==> src/rtl/keypad_control.sv <==
// keypad_control: consumer end of the keypad scan path.
// Synchronises and debounces kphit/buttonNum and turns each press into one command
// that updates the sine frequency and filter selects. Also runs the 7-seg digit scan.
module keypad_control #(
  parameter int DEBOUNCE_CYCLES = 480,
  parameter int SCAN_DIV        = 48
) (
  input  logic       clk_48,
  input  logic       reset_n,
  input  logic       kphit,
  input  logic [3:0] buttonNum,
  output logic [2:0] freqSelect,
  output logic [2:0] lowpassSelect,
  output logic [2:0] highpassSelect,
  output logic       cmd_strobe,
  output logic [3:0] cmd_code,
  output logic [1:0] digit
);

  localparam int CNT_W = $clog2(DEBOUNCE_CYCLES + 1);
  localparam int DIV_W = (SCAN_DIV > 1) ? $clog2(SCAN_DIV) : 1;

  localparam logic [CNT_W-1:0] CNT_ONE  = CNT_W'(1);
  localparam logic [CNT_W-1:0] CNT_LAST = CNT_W'(DEBOUNCE_CYCLES - 1);
  localparam logic [DIV_W-1:0] DIV_ONE  = DIV_W'(1);
  localparam logic [DIV_W-1:0] DIV_LAST = DIV_W'(SCAN_DIV - 1);

  typedef enum logic [1:0] {
    IDLE    = 2'd0,
    ARM     = 2'd1,
    HELD    = 2'd2,
    RELEASE = 2'd3
  } state_t;

  state_t           state;
  logic [CNT_W-1:0] cnt;
  logic [3:0]       key;

  logic             kphit_p0;
  logic             ks;
  logic [3:0]       bnum_p0;
  logic [3:0]       bs;

  logic [DIV_W-1:0] div;

  // Saturating increment of a 3-bit select (sticks at 7).
  function automatic logic [2:0] sat_inc3(input logic [2:0] v);
    return (v == 3'd7) ? v : v + 3'd1;
  endfunction

  // Saturating decrement of a 3-bit select (sticks at 0).
  function automatic logic [2:0] sat_dec3(input logic [2:0] v);
    return (v == 3'd0) ? v : v - 3'd1;
  endfunction

  // Two-flop synchroniser for the asynchronous key flag and key code.
  always_ff @(posedge clk_48 or negedge reset_n) begin
    if (!reset_n) begin
      kphit_p0 <= 1'b0;
      ks       <= 1'b0;
      bnum_p0  <= 4'h0;
      bs       <= 4'h0;
    end else begin
      kphit_p0 <= kphit;
      ks       <= kphit_p0;
      bnum_p0  <= buttonNum;
      bs       <= bnum_p0;
    end
  end

  // Debounce FSM: one accepted press produces one strobe and one select update.
  always_ff @(posedge clk_48 or negedge reset_n) begin
    if (!reset_n) begin
      state          <= IDLE;
      cnt            <= '0;
      key            <= 4'h0;
      cmd_strobe     <= 1'b0;
      cmd_code       <= 4'h0;
      freqSelect     <= 3'd0;
      lowpassSelect  <= 3'd0;
      highpassSelect <= 3'd0;
    end else begin
      cmd_strobe <= 1'b0;
      case (state)
        IDLE: begin
          if (ks) begin
            key   <= bs;
            cnt   <= CNT_ONE;
            state <= ARM;
          end
        end
        ARM: begin
          if (!ks) begin
            state <= IDLE;
          end else if (bs != key) begin
            // Code still settling: restart the stability count on the new code.
            key <= bs;
            cnt <= CNT_ONE;
          end else if (cnt == CNT_LAST) begin
            cnt        <= cnt + CNT_ONE;
            state      <= HELD;
            cmd_strobe <= 1'b1;
            cmd_code   <= key;
            case (key)
              4'h0: begin
                freqSelect     <= 3'd0;
                lowpassSelect  <= 3'd0;
                highpassSelect <= 3'd0;
              end
              4'h1, 4'h2, 4'h3, 4'h4, 4'h5, 4'h6, 4'h7: freqSelect <= key[2:0];
              4'hA: freqSelect     <= freqSelect + 3'd1;
              4'hB: freqSelect     <= freqSelect - 3'd1;
              4'hC: lowpassSelect  <= sat_inc3(lowpassSelect);
              4'hD: lowpassSelect  <= sat_dec3(lowpassSelect);
              4'hE: highpassSelect <= sat_inc3(highpassSelect);
              4'hF: highpassSelect <= sat_dec3(highpassSelect);
              default: ; // 0x8, 0x9: strobe and code only
            endcase
          end else begin
            cnt <= cnt + CNT_ONE;
          end
        end
        HELD: begin
          // Code changes while held are deliberately ignored.
          if (!ks) begin
            cnt   <= CNT_ONE;
            state <= RELEASE;
          end
        end
        RELEASE: begin
          if (ks) begin
            state <= HELD;
          end else if (cnt == CNT_LAST) begin
            cnt   <= '0;
            state <= IDLE;
          end else begin
            cnt <= cnt + CNT_ONE;
          end
        end
        default: state <= IDLE;
      endcase
    end
  end

  // Free-running digit scan: hold each digit SCAN_DIV cycles, then advance.
  always_ff @(posedge clk_48 or negedge reset_n) begin
    if (!reset_n) begin
      div   <= '0;
      digit <= 2'd0;
    end else if (div == DIV_LAST) begin
      div   <= '0;
      digit <= digit + 2'd1;
    end else begin
      div <= div + DIV_ONE;
    end
  end

endmodule

==> config.mk <==
export PLATFORM = sky130hd
export DESIGN_NAME = keypad_control
export DESIGN_NICKNAME = d
export VERILOG_FILES = /design/src/rtl/keypad_control.sv
export SDC_FILE = /design/constraint.sdc
export NUM_CORES = 1
export LEC_CHECK = 0
export ABC_AREA = 1
export CAP_MARGIN = 20
export CORE_ASPECT_RATIO = 1.2
export CORE_UTILIZATION = 45
export DETAILED_ROUTE_END_ITERATION = 7
export PLACE_DENSITY = 0.68
export SLEW_MARGIN = 25
export SYNTH_ARGS = -nofsm -noshare
export SYNTH_HDL_FRONTEND = slang
export SYNTH_SLANG_ARGS = --single-unit
==> constraint.sdc <==
create_clock -name clk_48 -period 2.14 [get_ports clk_48]
set_clock_uncertainty 0.1 [all_clocks]
set_input_delay 0.642 -clock clk_48 [delete_from_list [all_inputs] [get_ports clk_48]]
set_output_delay 0.642 -clock clk_48 [all_outputs]
set_load 0.05 [all_outputs]
==> reports/metrics.yaml <==
route:
  antenna_left: 0
  drtIter0Drc: 108
  vias_per_cell: 4.912
  drt_pass1_iterations: 4
  wl_mm: 4.077
  vias: 1783
  wl_per_cell_um: 11.23
  drc: 0
clock_tree:
  clock-root-buffer: "clkbuf_8"
  cts.clk_slew.worst_paths_ns: 0.08
  postCtsSetupRepairBufs: 0
  cts_tree: "yes"
  hold_buffers: 0
  htree_levels: 2
  clkLatencyLatePin_ns: 0.30
  clock-sinks: 47
  numCtsBuffers: 5
  cts_buffer_depth: 2
worst_setup_path:
  rr_endpoint: "lowpassSelect[2]$_DFFE_PN0P_"
  critPathMostFrequentCell: "nand2_1"
  critPathLaunchType: "flop"
  rr_worst_depth: 7
  startpoint: "key[2]$_DFFE_PN0P_"
  r2r_slack_ns: 0.18
  r2r-start: "key[2]$_DFFE_PN0P_"
  critPathBufInv: 0
  crit_slowest_cell: "dfrtp_2"
  path_depth: 7
  cp_cell_sequence: "nand2_2, nor2_1, nand2_1, fa_1, xnor3_1, nand2_1, o21ai_1"
  crit_family: "simple AND/OR/NAND/NOR gates"
  crit_path_end_kind: "flop"
  slowest_delay_ns: 0.44
  critPathKind: "reg2reg"
  crit_end: "lowpassSelect[2]$_DFFE_PN0P_"
  cp_max_fo: 7
  crit_required_ns: 2.26
  worstPathArrival_ns: 2.08
global_routing:
  overflow: 0
  antenna_found_initial: 0
  grt_pass1_vias: 1694
  track_usage_pct: 17.17
  grt_max_degree: 29
  grt_first_pass_wirelength_mm: 7.155
yosys:
  syn-num-nets: 286
  yosysWarnings: 0
  yosys.area.top_type: "dfrtp_1"
  seq_area_frac_synth_pct: 48.81
  ys_ff_latch: 47
  synth_common_cells: "69 x nand2_1, 47 x dfrtp_1, 34 x inv_1"
  ys.flop_type: "dfrtp_1"
  avgSynthCellArea_um2: 8.827
  synth.top_cells.by_area: "dfrtp_1 49%, nand2_1 11%, inv_1 5.3%"
  synthCells: 273
  synth_edf_count: 0
  netlist_area_um2: 2410
  synthArstFlopShare_pct: 100.0
  synth_cell_types: 36
  yosysMostFrequentCell: "nand2_1"
  synth_top_area_share_pct: 48.81
floorplanning:
  fp.dieH_um: 82.16
  num_rows: 28
  coreArea_um2: 5045
  die-area_um2: 5653
  io_pins: 23
  start_util_pct: 47.77
  die_w_um: 68.80
power:
  p_total_mw: 2.572
  cellPowerDensity_nw_per_um2: 921.3
  peakVddDrop_mv: 0.3964
  p_leak_nw: 1.400
timing:
  setup_viol: 0
  rsz0062_at_grt: "false"
  fmax_mhz: 511.0
  worst-slew-pin-transition_ns: 0.4785
  fin_crit_ns: 1.957
  slew_violations: 0
  hold_viol: 0
  finalCritPeriodShare_pct: 91.45
  fin_setup_tns_ns: 0
  finalWorstSetupSlack_ns: 0.1829
  maxSlewHeadroom_pct: 68.10
min_path:
  min_path_type: "in2async"
layout:
  layout-drive-gt1-share_pct: 18.48
  fillers: 480
  final_core_util_pct: 55.33
  synthToLayoutAreaGrowth_pct: 15.84
  layout.nets: 316
  final_area_um2: 2791
  seq_area_um2: 1177
  antennaDiodeCount: 0
  multiInputGateArea_um2: 1060
placed_design:
  dp_worst_setup_slack_ns: 0.1514
  portBuffers: 22
  post_dp_cell_area_um2: 2684
  gp_congestion: 0.8290
  hpwl_mm: 3.131
outcome:
  status: "completed"
job:
  cap_violations: 0
layer usage:
layer | vias up | GRT usage, % | share of wire (%) | wire length, um
met1 | 821 | 19.68 | 45 | 1827
met5 | - | 0 | 0 | 0
met2 | 29 | 30.20 | 50 | 2042
met4 | 0 | 6.327 | 1.7 | 69
li1 | 928 | - | - | -
met3 | 5 | 4.533 | 3.4 | 138
cells by family after synthesis:
group | after synthesis | share of synthesized area [%]
DFF | 47 | 48.81
buffers and inverters | 43 | 7.217
adders and majority gates | 6 | 4.050
and+or+nand+nor | 134 | 27.88
xor gates and xnor gates | 9 | 3.842
AOI/OAI and AO/OA | 34 | 8.204
what timing repair did:
action | CTS | global route
gates resized for setup | 0 | 1
endpoints found under the hold margin | 0 | 0
setup endpoints to repair | 0 | 1
sequential cells by signal (all words and copies together), names as in the netlist, named ones only:
signal	cells
cnt	9
div	6
bnum_p0	4
bs	4
cmd_code	4
key	4
freqSelect	3
highpassSelect	3
lowpassSelect	3
digit	2
cmd_strobe	1
kphit_p0	1
ks	1
state	1
stage by stage:
step                      cells  hold slack [ns]
after global placement      356           0.2328
after CTS                   363           0.2058
final                       363           0.1870
after floorplan             273           0.2312
after global routing        363           0.2102
after detailed placement    356           0.2347
area by class of cell:
type | instances | share of cell area [%]
Timing Repair Buffer | 26 | 7.799
Multi-Input combinational cell | 183 | 37.97
Inverter | 40 | 5.558
Tap cell | 60 | 2.689
Clock buffer | 5 | 2.465
Clock inverter | 2 | 1.345
Sequential cell | 47 | 42.18
how the worst min path moves through the flow:
stage | to | slack (ns) | cells past startpoint
final | cmd_strobe$_DFF_PN0_ | 0.19 | 1
after global routing | cmd_strobe$_DFF_PN0_ | 0.21 | 1
after CTS | cmd_strobe$_DFF_PN0_ | 0.21 | 1
after detailed placement | bs[1]$_DFF_PN0_ | 0.23 | 0
after global placement | ks$_DFF_PN0_ | 0.23 | 0
after floorplan | bs[0]$_DFF_PN0_ | 0.23 | 0
cells in the final DEF, fill, tap and decap left out, types with 2 or more instances in the layout:
cell and instances:
nor4_1 2, nand3b_1 3, fa_1 3, clkbuf_8 5
inv_1 34, nor2_1 15, a21oi_1 6, nand3_1 17
xor2_1 4, a22oi_1 2, dfrtp_1 46, buf_4 19
nor3b_1 2, o21ai_1 5, nand2_4 3, nand4_1 5
nor2_2 4, nand2_1 69, nand3_2 2, nor3_1 2
or2_2 3, xnor2_1 4, inv_2 5, o21ai_0 18
ha_1 3, clkdlybuf4s50_1 5, nand2_2 2
where the power goes:
| part | internal, mW | switching, mW | total, mW |
|---|---|---|---|
| logic | 0.295 | 0.550 | 0.845 |
| registers | 0.978 | 0.121 | 1.10 |
| clock network | 0.341 | 0.286 | 0.627 |
| total | 1.61 | 0.957 | 2.57 |
Note: power is estimated with default switching activity, not from simulation.
